### src/rtl/mem_stage_if.sv
// Bundle of every signal crossing the mem_stage boundary except clock and reset.
// Groups: EX/MEM entry (in_*), data-memory port (dmem_*), MEM/WB register (out_*),
// plus the upstream stall line and the stall performance counter.
// Modports: slave = the stage itself, master = whatever drives the stage.
interface mem_stage_if;
    // EX/MEM entry
    logic        in_valid;
    logic [31:0] in_pc;
    logic [31:0] in_alu_out;
    logic [31:0] in_rs2;
    logic [2:0]  in_funct3;
    logic        in_mem_read;
    logic        in_mem_write;

    // Upstream hold
    logic        mem_stall;

    // Data-memory port
    logic [31:0] dmem_address;
    logic        dmem_read;
    logic        dmem_write;
    logic [31:0] dmem_wdata;
    logic [3:0]  dmem_byte_enable;
    logic [31:0] dmem_rdata;
    logic        dmem_resp;

    // MEM/WB register
    logic        out_valid;
    logic [31:0] out_pc;
    logic [31:0] out_alu_out;
    logic [31:0] out_mdr;
    logic [3:0]  out_rmask;
    logic        out_misalign;

    // Performance
    logic [31:0] perf_stall_cnt;

    modport slave (
        input  in_valid, in_pc, in_alu_out, in_rs2, in_funct3, in_mem_read, in_mem_write,
        input  dmem_rdata, dmem_resp,
        output mem_stall,
        output dmem_address, dmem_read, dmem_write, dmem_wdata, dmem_byte_enable,
        output out_valid, out_pc, out_alu_out, out_mdr, out_rmask, out_misalign,
        output perf_stall_cnt
    );

    modport master (
        output in_valid, in_pc, in_alu_out, in_rs2, in_funct3, in_mem_read, in_mem_write,
        output dmem_rdata, dmem_resp,
        input  mem_stall,
        input  dmem_address, dmem_read, dmem_write, dmem_wdata, dmem_byte_enable,
        input  out_valid, out_pc, out_alu_out, out_mdr, out_rmask, out_misalign,
        input  perf_stall_cnt
    );
endinterface

### src/rtl/mem_stage.sv
// Purpose: memory-access pipeline stage; issues dmem loads/stores, builds byte
//          enables / load rmask, registers results into the MEM/WB register.
// Latency: 1 cycle for non-memory ops; memory ops complete on the edge that samples dmem_resp.
// Backpressure: mem_stall holds all upstream stages while a legal access waits for dmem_resp.
//
// Ports:
//   clk, rst      - clock, asynchronous active-high reset
//   bus (slave)   - in_*  : EX/MEM entry (valid, pc, alu_out/address, rs2, funct3, read/write)
//                   dmem_*: word-aligned request, shifted store data, byte enables, read data/resp
//                   out_* : MEM/WB register (valid, pc, alu_out, raw load word, rmask, misalign)
//                   mem_stall, perf_stall_cnt
module mem_stage #(
    parameter int XLEN = 32
) (
    input  logic        clk,
    input  logic        rst,
    mem_stage_if.slave  bus
);

    typedef enum logic {
        IDLE = 1'b0,
        BUSY = 1'b1
    } state_t;

    state_t r_state;
    state_t w_state_nxt;

    // Decode of the EX/MEM entry
    logic            w_memop;
    logic            w_is_load;
    logic            w_viol;
    logic            w_mis;
    logic            w_req;
    logic            w_done;
    logic            w_stall;
    logic [3:0]      w_mask;
    logic [XLEN-1:0] w_st_data;
    logic [XLEN-1:0] w_addr_aligned;

    // Request as driven onto the data port (before reset gating)
    logic            w_dm_read;
    logic            w_dm_write;
    logic [XLEN-1:0] w_dm_addr;
    logic [XLEN-1:0] w_dm_wdata;
    logic [3:0]      w_dm_be;

    // Request captured when entering BUSY so the port stays stable while waiting
    logic            r_req_read;
    logic            r_req_write;
    logic [XLEN-1:0] r_req_addr;
    logic [XLEN-1:0] r_req_wdata;
    logic [3:0]      r_req_be;

    // MEM/WB register
    logic            r_out_valid;
    logic [XLEN-1:0] r_out_pc;
    logic [XLEN-1:0] r_out_alu_out;
    logic [XLEN-1:0] r_out_mdr;
    logic [3:0]      r_out_rmask;
    logic            r_out_misalign;
    logic [31:0]     r_perf_stall_cnt;

    // ------------------------------------------------------------------
    // Access decode: size-dependent mask, store replication, alignment.
    // funct3[2] only selects signed/unsigned extension, which happens in
    // writeback, so byte/half variants share a row. Reserved encodings
    // fall through to word behaviour.
    // ------------------------------------------------------------------
    always_comb begin
        w_viol    = 1'b0;
        w_mask    = 4'b1111;
        w_st_data = bus.in_rs2;
        case (bus.in_funct3)
            3'b000, 3'b100: begin
                w_mask    = 4'b0001 << bus.in_alu_out[1:0];
                w_st_data = {4{bus.in_rs2[7:0]}};
            end
            3'b001, 3'b101: begin
                w_viol    = bus.in_alu_out[0];
                w_mask    = 4'b0011 << {bus.in_alu_out[1], 1'b0};
                w_st_data = {2{bus.in_rs2[15:0]}};
            end
            default: begin
                w_viol    = |bus.in_alu_out[1:0];
            end
        endcase
    end

    assign w_memop        = bus.in_valid & (bus.in_mem_read | bus.in_mem_write);
    // Read wins if both read and write are set: the entry is treated as a load.
    assign w_is_load      = bus.in_mem_read;
    assign w_mis          = w_memop & w_viol;
    // A misaligned access never reaches memory and never stalls.
    assign w_req          = w_memop & ~w_viol;
    assign w_done         = w_req & bus.dmem_resp;
    assign w_stall        = w_req & ~bus.dmem_resp;
    assign w_addr_aligned = {bus.in_alu_out[XLEN-1:2], 2'b00};

    // ------------------------------------------------------------------
    // FSM: next state and data-port drive.
    // ------------------------------------------------------------------
    always_comb begin
        w_state_nxt = r_state;
        w_dm_read   = w_req & w_is_load;
        w_dm_write  = w_req & ~w_is_load;
        w_dm_addr   = w_addr_aligned;
        w_dm_wdata  = (w_req & ~w_is_load) ? w_st_data : '0;
        w_dm_be     = (w_req & ~w_is_load) ? w_mask : 4'b0000;
        case (r_state)
            IDLE: begin
                // Zero-wait responses complete without leaving IDLE.
                if (w_req && !bus.dmem_resp) begin
                    w_state_nxt = BUSY;
                end
            end
            BUSY: begin
                w_dm_read  = r_req_read;
                w_dm_write = r_req_write;
                w_dm_addr  = r_req_addr;
                w_dm_wdata = r_req_wdata;
                w_dm_be    = r_req_be;
                if (bus.dmem_resp) begin
                    w_state_nxt = IDLE;
                end
            end
            default: begin
                w_state_nxt = IDLE;
            end
        endcase
    end

    always_ff @(posedge clk or posedge rst) begin
        if (rst) begin
            r_state <= IDLE;
        end else begin
            r_state <= w_state_nxt;
        end
    end

    always_ff @(posedge clk or posedge rst) begin
        if (rst) begin
            r_req_read  <= 1'b0;
            r_req_write <= 1'b0;
            r_req_addr  <= '0;
            r_req_wdata <= '0;
            r_req_be    <= 4'b0000;
        end else if (r_state == IDLE && w_state_nxt == BUSY) begin
            r_req_read  <= w_dm_read;
            r_req_write <= w_dm_write;
            r_req_addr  <= w_dm_addr;
            r_req_wdata <= w_dm_wdata;
            r_req_be    <= w_dm_be;
        end
    end

    // Requests are killed combinationally by reset so an abandoned access
    // cannot linger on the port.
    assign bus.dmem_read        = w_dm_read & ~rst;
    assign bus.dmem_write       = w_dm_write & ~rst;
    assign bus.dmem_address     = w_dm_addr;
    assign bus.dmem_wdata       = w_dm_wdata;
    assign bus.dmem_byte_enable = w_dm_be;
    assign bus.mem_stall        = w_stall;

    // ------------------------------------------------------------------
    // MEM/WB register. While stalled a bubble is inserted and the rest of
    // the entry holds. out_mdr only changes when a load actually completes,
    // so a stray dmem_resp with no request in flight is ignored.
    // ------------------------------------------------------------------
    always_ff @(posedge clk or posedge rst) begin
        if (rst) begin
            r_out_valid    <= 1'b0;
            r_out_pc       <= '0;
            r_out_alu_out  <= '0;
            r_out_mdr      <= '0;
            r_out_rmask    <= 4'b0000;
            r_out_misalign <= 1'b0;
        end else begin
            if (!w_stall) begin
                r_out_valid    <= bus.in_valid;
                r_out_pc       <= bus.in_pc;
                r_out_alu_out  <= bus.in_alu_out;
                r_out_rmask    <= (w_req & w_is_load) ? w_mask : 4'b0000;
                r_out_misalign <= w_mis;
            end else begin
                r_out_valid    <= 1'b0;
            end
            if (w_done && w_is_load) begin
                r_out_mdr <= bus.dmem_rdata;
            end
        end
    end

    // Free-running stall counter; wraps naturally at 2^32.
    always_ff @(posedge clk or posedge rst) begin
        if (rst) begin
            r_perf_stall_cnt <= 32'd0;
        end else if (w_stall) begin
            r_perf_stall_cnt <= r_perf_stall_cnt + 32'd1;
        end
    end

    assign bus.out_valid      = r_out_valid;
    assign bus.out_pc         = r_out_pc;
    assign bus.out_alu_out    = r_out_alu_out;
    assign bus.out_mdr        = r_out_mdr;
    assign bus.out_rmask      = r_out_rmask;
    assign bus.out_misalign   = r_out_misalign;
    assign bus.perf_stall_cnt = r_perf_stall_cnt;

endmodule
### src/flat_wrapper.sv
// flat-port wrapper written by rule: the top's interface ports become plain ports
module mem_stage_flat 
#(
    parameter int XLEN = 32
)
  (clk, rst, bus_in_valid, bus_in_pc, bus_in_alu_out, bus_in_rs2, bus_in_funct3, bus_in_mem_read, bus_in_mem_write, bus_dmem_rdata, bus_dmem_resp, bus_mem_stall, bus_dmem_address, bus_dmem_read, bus_dmem_write, bus_dmem_wdata, bus_dmem_byte_enable, bus_out_valid, bus_out_pc, bus_out_alu_out, bus_out_mdr, bus_out_rmask, bus_out_misalign, bus_perf_stall_cnt);
  mem_stage_if bus_i ();
  input  logic clk;
  input  logic rst;
  input wire logic [$bits(bus_i.in_valid)-1:0] bus_in_valid;
  input wire logic [$bits(bus_i.in_pc)-1:0] bus_in_pc;
  input wire logic [$bits(bus_i.in_alu_out)-1:0] bus_in_alu_out;
  input wire logic [$bits(bus_i.in_rs2)-1:0] bus_in_rs2;
  input wire logic [$bits(bus_i.in_funct3)-1:0] bus_in_funct3;
  input wire logic [$bits(bus_i.in_mem_read)-1:0] bus_in_mem_read;
  input wire logic [$bits(bus_i.in_mem_write)-1:0] bus_in_mem_write;
  input wire logic [$bits(bus_i.dmem_rdata)-1:0] bus_dmem_rdata;
  input wire logic [$bits(bus_i.dmem_resp)-1:0] bus_dmem_resp;
  output wire logic [$bits(bus_i.mem_stall)-1:0] bus_mem_stall;
  output wire logic [$bits(bus_i.dmem_address)-1:0] bus_dmem_address;
  output wire logic [$bits(bus_i.dmem_read)-1:0] bus_dmem_read;
  output wire logic [$bits(bus_i.dmem_write)-1:0] bus_dmem_write;
  output wire logic [$bits(bus_i.dmem_wdata)-1:0] bus_dmem_wdata;
  output wire logic [$bits(bus_i.dmem_byte_enable)-1:0] bus_dmem_byte_enable;
  output wire logic [$bits(bus_i.out_valid)-1:0] bus_out_valid;
  output wire logic [$bits(bus_i.out_pc)-1:0] bus_out_pc;
  output wire logic [$bits(bus_i.out_alu_out)-1:0] bus_out_alu_out;
  output wire logic [$bits(bus_i.out_mdr)-1:0] bus_out_mdr;
  output wire logic [$bits(bus_i.out_rmask)-1:0] bus_out_rmask;
  output wire logic [$bits(bus_i.out_misalign)-1:0] bus_out_misalign;
  output wire logic [$bits(bus_i.perf_stall_cnt)-1:0] bus_perf_stall_cnt;
  assign bus_i.in_valid = bus_in_valid;
  assign bus_i.in_pc = bus_in_pc;
  assign bus_i.in_alu_out = bus_in_alu_out;
  assign bus_i.in_rs2 = bus_in_rs2;
  assign bus_i.in_funct3 = bus_in_funct3;
  assign bus_i.in_mem_read = bus_in_mem_read;
  assign bus_i.in_mem_write = bus_in_mem_write;
  assign bus_i.dmem_rdata = bus_dmem_rdata;
  assign bus_i.dmem_resp = bus_dmem_resp;
  assign bus_mem_stall = bus_i.mem_stall;
  assign bus_dmem_address = bus_i.dmem_address;
  assign bus_dmem_read = bus_i.dmem_read;
  assign bus_dmem_write = bus_i.dmem_write;
  assign bus_dmem_wdata = bus_i.dmem_wdata;
  assign bus_dmem_byte_enable = bus_i.dmem_byte_enable;
  assign bus_out_valid = bus_i.out_valid;
  assign bus_out_pc = bus_i.out_pc;
  assign bus_out_alu_out = bus_i.out_alu_out;
  assign bus_out_mdr = bus_i.out_mdr;
  assign bus_out_rmask = bus_i.out_rmask;
  assign bus_out_misalign = bus_i.out_misalign;
  assign bus_perf_stall_cnt = bus_i.perf_stall_cnt;
  mem_stage #(.XLEN(XLEN)) u_core (.clk(clk), .rst(rst), .bus(bus_i));
endmodule
### config.mk
export PLATFORM = sky130hd
export DESIGN_NAME = mem_stage_flat
export DESIGN_NICKNAME = d
export VERILOG_FILES = /design/src/rtl/mem_stage_if.sv /design/src/rtl/mem_stage.sv /design/src/flat_wrapper.sv
export SDC_FILE = /design/constraint.sdc
export NUM_CORES = 1
export LEC_CHECK = 0
export BUFFER_PORTS_ARGS = -buffer_cell sky130_fd_sc_hd__clkbuf_2
export CAP_MARGIN = 0
export CORE_AREA = 10 10 111 212
export CTS_BUF_LIST = sky130_fd_sc_hd__clkbuf_4
export CTS_CLUSTER_DIAMETER = 30
export DETAILED_ROUTE_END_ITERATION = 16
export DIE_AREA = 0 0 121 222
export HOLD_SLACK_MARGIN = 0.05
export PLACE_DENSITY = 0.77
export SKIP_CTS_REPAIR_TIMING = 1
export SLEW_MARGIN = 20
export SYNTH_ARGS = -nofsm -noshare
export SYNTH_HDL_FRONTEND = slang
export SYNTH_SLANG_ARGS = --single-unit
### constraint.sdc
create_clock -name clk -period 5.4 [get_ports clk]
set_input_delay 0.27 -clock clk [delete_from_list [all_inputs] [get_ports clk]]
set_output_delay 0.27 -clock clk [all_outputs]
set_load 0.02 [all_outputs]
# == Word level (Yosys, flattened, before mapping) ==
# Index checks and enable logic that the tools add are counted.
# word_totals
regBits,205
# op_classes
n_shift,2
bitwise,15
mux,15
n_reduce_logical,8
n_eq_ne,3
addsub,1
# op_table
cell,n
32-bit 2-to-1 mux,3
32-bit one-hot mux with 2 select lines,1
"32-bit by 1-bit adder with 32-bit output, second input constant",1
4-bit 2-to-1 mux,3
1-bit bitwise AND,9
4-bit one-hot mux with 2 select lines,1
"3-bit equality test, second input constant",2
2-bit OR reduction,3
1-bit 2-to-1 mux,5
1-bit NOT,5
1-bit one-hot mux with 2 select lines,2
"1-bit by 2-bit left shift with 4-bit output, first input constant",1
"2-bit by 2-bit left shift with 4-bit output, first input constant",1
"3-bit by 1-bit equality test with 1-bit output, second input constant",1
1-bit logical AND,3
3-bit logical NOT,1
1-bit logical NOT,1
1-bit bitwise OR,1

# == Logic depth before layout (Yosys ltp) ==
# logic_depth
depth_word,9
ltp_mapped,9
ltp_nobuf,7

# == Least setup slack after synthesis ==
# No wires, ideal clock.
# synth_timing
kind,register -> output
from,reg u_core.r_state
to,out bus_dmem_byte_enable[3]
arrival_ns,1.645
t_required_ns,5.130
stages_incl_launch_ff,6
path_buffers,2
path_slack_ns,3.485
path_cell_list,dfrtp_1 > clkbuf_1 > nor3b_1 > nand3_1 > clkbuf_1 > o21ai_0
# synth_via
elab_chain_len,1
# synth_lines
item,line,source
"start, declared",mem_stage.sv:25,state_t r_state;
"start signal, assigned",mem_stage.sv:136,r_state <= w_state_nxt;
4-bit 2-to-1 mux,mem_stage.sv:109,case (r_state)
"end, declared",flat_wrapper.sv:24,output wire logic [$bits(bus_i.dmem_byte_enable)-1:0] bus_dmem_byte_enable;
# No other way between the ends.

# == Worst setup path in the final report ==
# layout_timing
from,in bus_in_funct3[1]
to,out bus_mem_stall
# layout_via
elab_chain_len,6
# layout_lines
item,line,source
"start, declared",flat_wrapper.sv:14,input wire logic [$bits(bus_i.in_funct3)-1:0] bus_in_funct3;
"3-bit by 1-bit equality test with 1-bit output, or another cell as far along",mem_stage.sv:73,case (bus.in_funct3)
2-bit OR reduction,mem_stage.sv:73,
1-bit one-hot mux with 2 select lines *,mem_stage.sv:73,
1-bit NOT *,mem_stage.sv:94,assign w_req = w_memop & ~w_viol;
1-bit bitwise AND *,mem_stage.sv:94,
1-bit bitwise AND *,mem_stage.sv:96,assign w_stall = w_req & ~bus.dmem_resp;
"end, declared",flat_wrapper.sv:19,output wire logic [$bits(bus_i.mem_stall)-1:0] bus_mem_stall;
# Mark *: on every way between the ends. The rest lies on a longest branch, timed or not.

==> key figures <==
Min path
  • HP Class: in -> reg

Drt
  • Drt drc: 0
  • Final wirelength: 29700 um
  • Initial drt markers: between 300 and 400
  • WL per Instance: between 15 and 20 um
  • Final ANT Viol Nets: 0
  • Via count: a little under 8k
  • Drt first pass iters: 5
  • Vias/cell: 5.04

Setup path
  • CP arrival: 2.87 ns
  • Worst-path fanout max: between 50 and 60
  • CP startpoint kind: input port
  • Req. time, crit path: 5.13 ns
  • Setup CP Type: in -> out
  • Crit end category: primary output
  • Crit path max-delay family: buffers and inverters
  • CP Cell Sequence: clkbuf_2, or2_1, nand2_8, nand2_4, clkinv_2, buf_4, clkbuf_2
  • Crit path max-delay cell type: buf_4
  • WP buf/inv: 4
  • Max stage delay on crit path: between 0.6 and 0.7 ns
  • Most Frequent Cell on Critical Path: clkbuf_2

Timing
  • Final Skew: 0.0231 ns
  • FMAX: roughly 320 MHz
  • Final worst-path setup slack: 2.26 ns
  • Relative slew slack: 0.315
  • Pins Over Slew Limit: 0
  • Final worst path period need: 3.14 ns
  • Setup_tns: 0 ns
  • Tightest Pin Transition: 1.03 ns
  • Hold_ws: about 0.13 ns
  • Endpoints failing setup: 0
  • RSZ-0062 raised after global routing: no
  • Fraction of the cycle the final worst path needs: 0.582
  • Hold Violations, Final: 0

Synth
  • Top-count cell post-synth: dfrtp_1
  • Commonest register cell after synthesis: dfrtp_1
  • Ys async rst share: 1.00
  • Simple-gate share of the synthesized area: 0.101
  • Largest family of logic cells by synthesized area: multiplexers
  • Compound-Gate Fraction of Synth Area: 0.0576
  • Top cells by area, synth: dfrtp_1 57%, mux2_2 20%, nand2_1 5.2%
  • Share of the synthesized area in the top cell type: 0.567
  • Register bit total from synthesis: ~200
  • Sequential-to-total area share from yosys stat: 0.567
  • Syn_area_per_cell: 12.1 um2
  • Total of warnings raised by yosys: 0
  • Multiplexer area fraction after synthesis: 0.219
  • Post-synth top area cell: dfrtp_1
  • Cell variety after synth: ~40
  • Post-synth EDFFs: 0
  • Post-Synthesis Cells: 750
  • Adder-cell share of the synthesized area: 0.00138
  • Synth Area in XOR/XNOR: 0.0300
  • Mapped Nets: just under 900
  • Cell Area, Synth: 9050 um2
  • Top cells by count, synth: 205 x dfrtp_1, 159 x mux2_2, 125 x nand2_1

Place
  • Dpl cell area: around 11000 um2
  • PortBufs: 340
  • Place WS: 1.84 ns
  • Post-DP HPWL: 20100 um
  • Placed cells: between 1k and 1.5k
  • Placer Congestion: 0.814

Clocking
  • Latest clock arrival within the worst-skew pair: between 0.6 and 0.7 ns
  • Clock sink total: 205
  • CTS Buffer Depth: 3
  • Clock buffer count from CTS: 47
  • CTS H-Tree Depth: 2
  • Clock-pin slew on the worst setup and hold paths: 0.07 ns
  • CTS tree: built
  • Root buffer cell: clkbuf_4

Die
  • Die extent in y: between 200 and 250 um
  • Die W: 121 um
  • Core Footprint: 20000 um2
  • Initial core utilization: 0.452
  • Number of top-level pins: ~340
  • Std-Cell Rows: 73
  • Die area: between 20000 and 30000 um2

GRT
  • Layer with the highest usage: met2
  • Total global-route track usage: 0.194
  • Grt met1 use: 0.182
  • Largest net degree at the start of global routing: 91
  • Vias in the first global route: 7678
  • Initial antenna violation count: 4
  • GRT overflow: 0
  • First-pass GRT wire length: 41700 um
  • Met3 Use GR: 0.0615
  • GR Util met2: 0.363

Status
  • Status: finished clean

Final layout
  • Final Cell Area: about 13000 um2
  • Share of layout cells above drive strength 1: 0.469
  • Area Growth Syn to Fin: 41.6%
  • Final std cells w/o fill: roughly 1.5k
  • Register area: 5130 um2
  • Nets@finish: roughly 1.4k
  • Filler Cells Inserted: 1493
  • Multi-input gate area: roughly 3700 um2

Power and ir drop
  • Pleak: between 6 and 7 nW
  • Pwr/cell area: 307 nW/um2
  • Max rail drop VDD: 0.000285 V

Job
  • MaxCap Viol Count: 0
-- path summary, 6_finish.rpt --
check | from | end | slack [ns] | depth (start not counted)
worst min register to register | u_core.r_req_be[0] | u_core.r_req_be[0] | 0.48 | 2
worst max-delay path | bus_in_funct3[1] | bus_mem_stall | 2.26 | 7
max in group asynchronous | rst | u_core.bus.out_mdr[25] | 3.56 | 5
worst min-delay path | bus_in_rs2[9] | u_core.r_req_wdata[9] | 0.13 | 4
worst max register to register | u_core.r_state | u_core.r_req_addr[6] | 3.06 | 3
min in group asynchronous | rst | u_core.r_state | 0.33 | 4
-- area by class of cell --
cell class / count / share of cell area
diodes: 5 / 0.000976
clock buffers: 68 / 0.0398
clock inverters: 10 / 0.00576
inverters: 7 / 0.00244
multi-input cells: 498 / 0.289
flip-flops and latches: 205 / 0.400
well taps: 262 / 0.0256
repair buffers: 472 / 0.236
-- cells by family after synthesis --
kind of cell | after synthesis
flip-flops | 205
AND/OR/NAND/NOR | 200
multiplexers | 178
AO/OA/AOI/OAI | 88
buffers and inverters | 47
XOR/XNOR | 31
adder cells (fa/ha/maj) | 1
-- registers in the layout (all words and copies together) (netlist names), 4 cells and up --
register and cells:
u_core.r_req_be 4, u_core.r_req_wdata 32, u_core.bus.out_pc 32, u_core.bus.out_rmask 4, u_core.bus.out_mdr 32, u_core.bus.out_alu_out 32
u_core.r_req_addr 32, u_core.bus.perf_stall_cnt 32
-- placed cells by master, fill, tap and decap left out, types with 3 or more instances in the layout --
| cell | count |
|---|---|
| clkbuf_2 | 340 |
| dfrtp_1 | 204 |
| mux2_2 | 159 |
| nand2_1 | 125 |
| dlygate4sd3_1 | 125 |
| clkbuf_4 | 68 |
| o21ai_0 | 35 |
| nor2_1 | 30 |
| a21oi_1 | 21 |
| o31ai_1 | 20 |
| mux2i_1 | 16 |
| xor2_1 | 16 |
| xnor2_1 | 15 |
| a21o_1 | 9 |
| nand4_1 | 9 |
| nand3_1 | 7 |
| nor3_1 | 6 |
| clkinv_1 | 6 |
| buf_4 | 6 |
| diode_2 | 5 |
| inv_1 | 5 |
| and2_1 | 4 |
| mux2_1 | 3 |
| and3_1 | 3 |
-- tightest hold or removal path, delay by kind of cell --
family,cells,cell delay [ns]
AND/OR/NAND/NOR,1,0.04
buffers and inverters,1,0.09
multiplexers,1,0.16
AO/OA/AOI/OAI,1,0.17
-- where the power goes --
group / switching (mW) / total (mW) / leakage (nW) / internal, mW
registers: 0.120 / 1.84 / 2.57 / 1.72
logic: 0.488 / 0.868 / 3.47 / 0.380
clock network: 0.599 / 1.22 / 0.345 / 0.624
total: 1.21 / 3.94 / 6.38 / 2.73
-- per-layer routing --
layer | part of all wire | vias up
li1 | - | 3582
met1 | 0.33 | 3722
met2 | 0.55 | 311
met3 | 0.075 | 78
met4 | 0.040 | 0
met5 | 0 | -
-- through the flow --
step                      power [mW]  utilization
after CTS                       3.89        0.576
after global placement          2.63        0.547
after detailed placement        2.66        0.547
final                           3.94        0.641
after global routing            4.14        0.641
after floorplan                 2.34            -
Note: power is estimated with default switching activity, not from simulation.
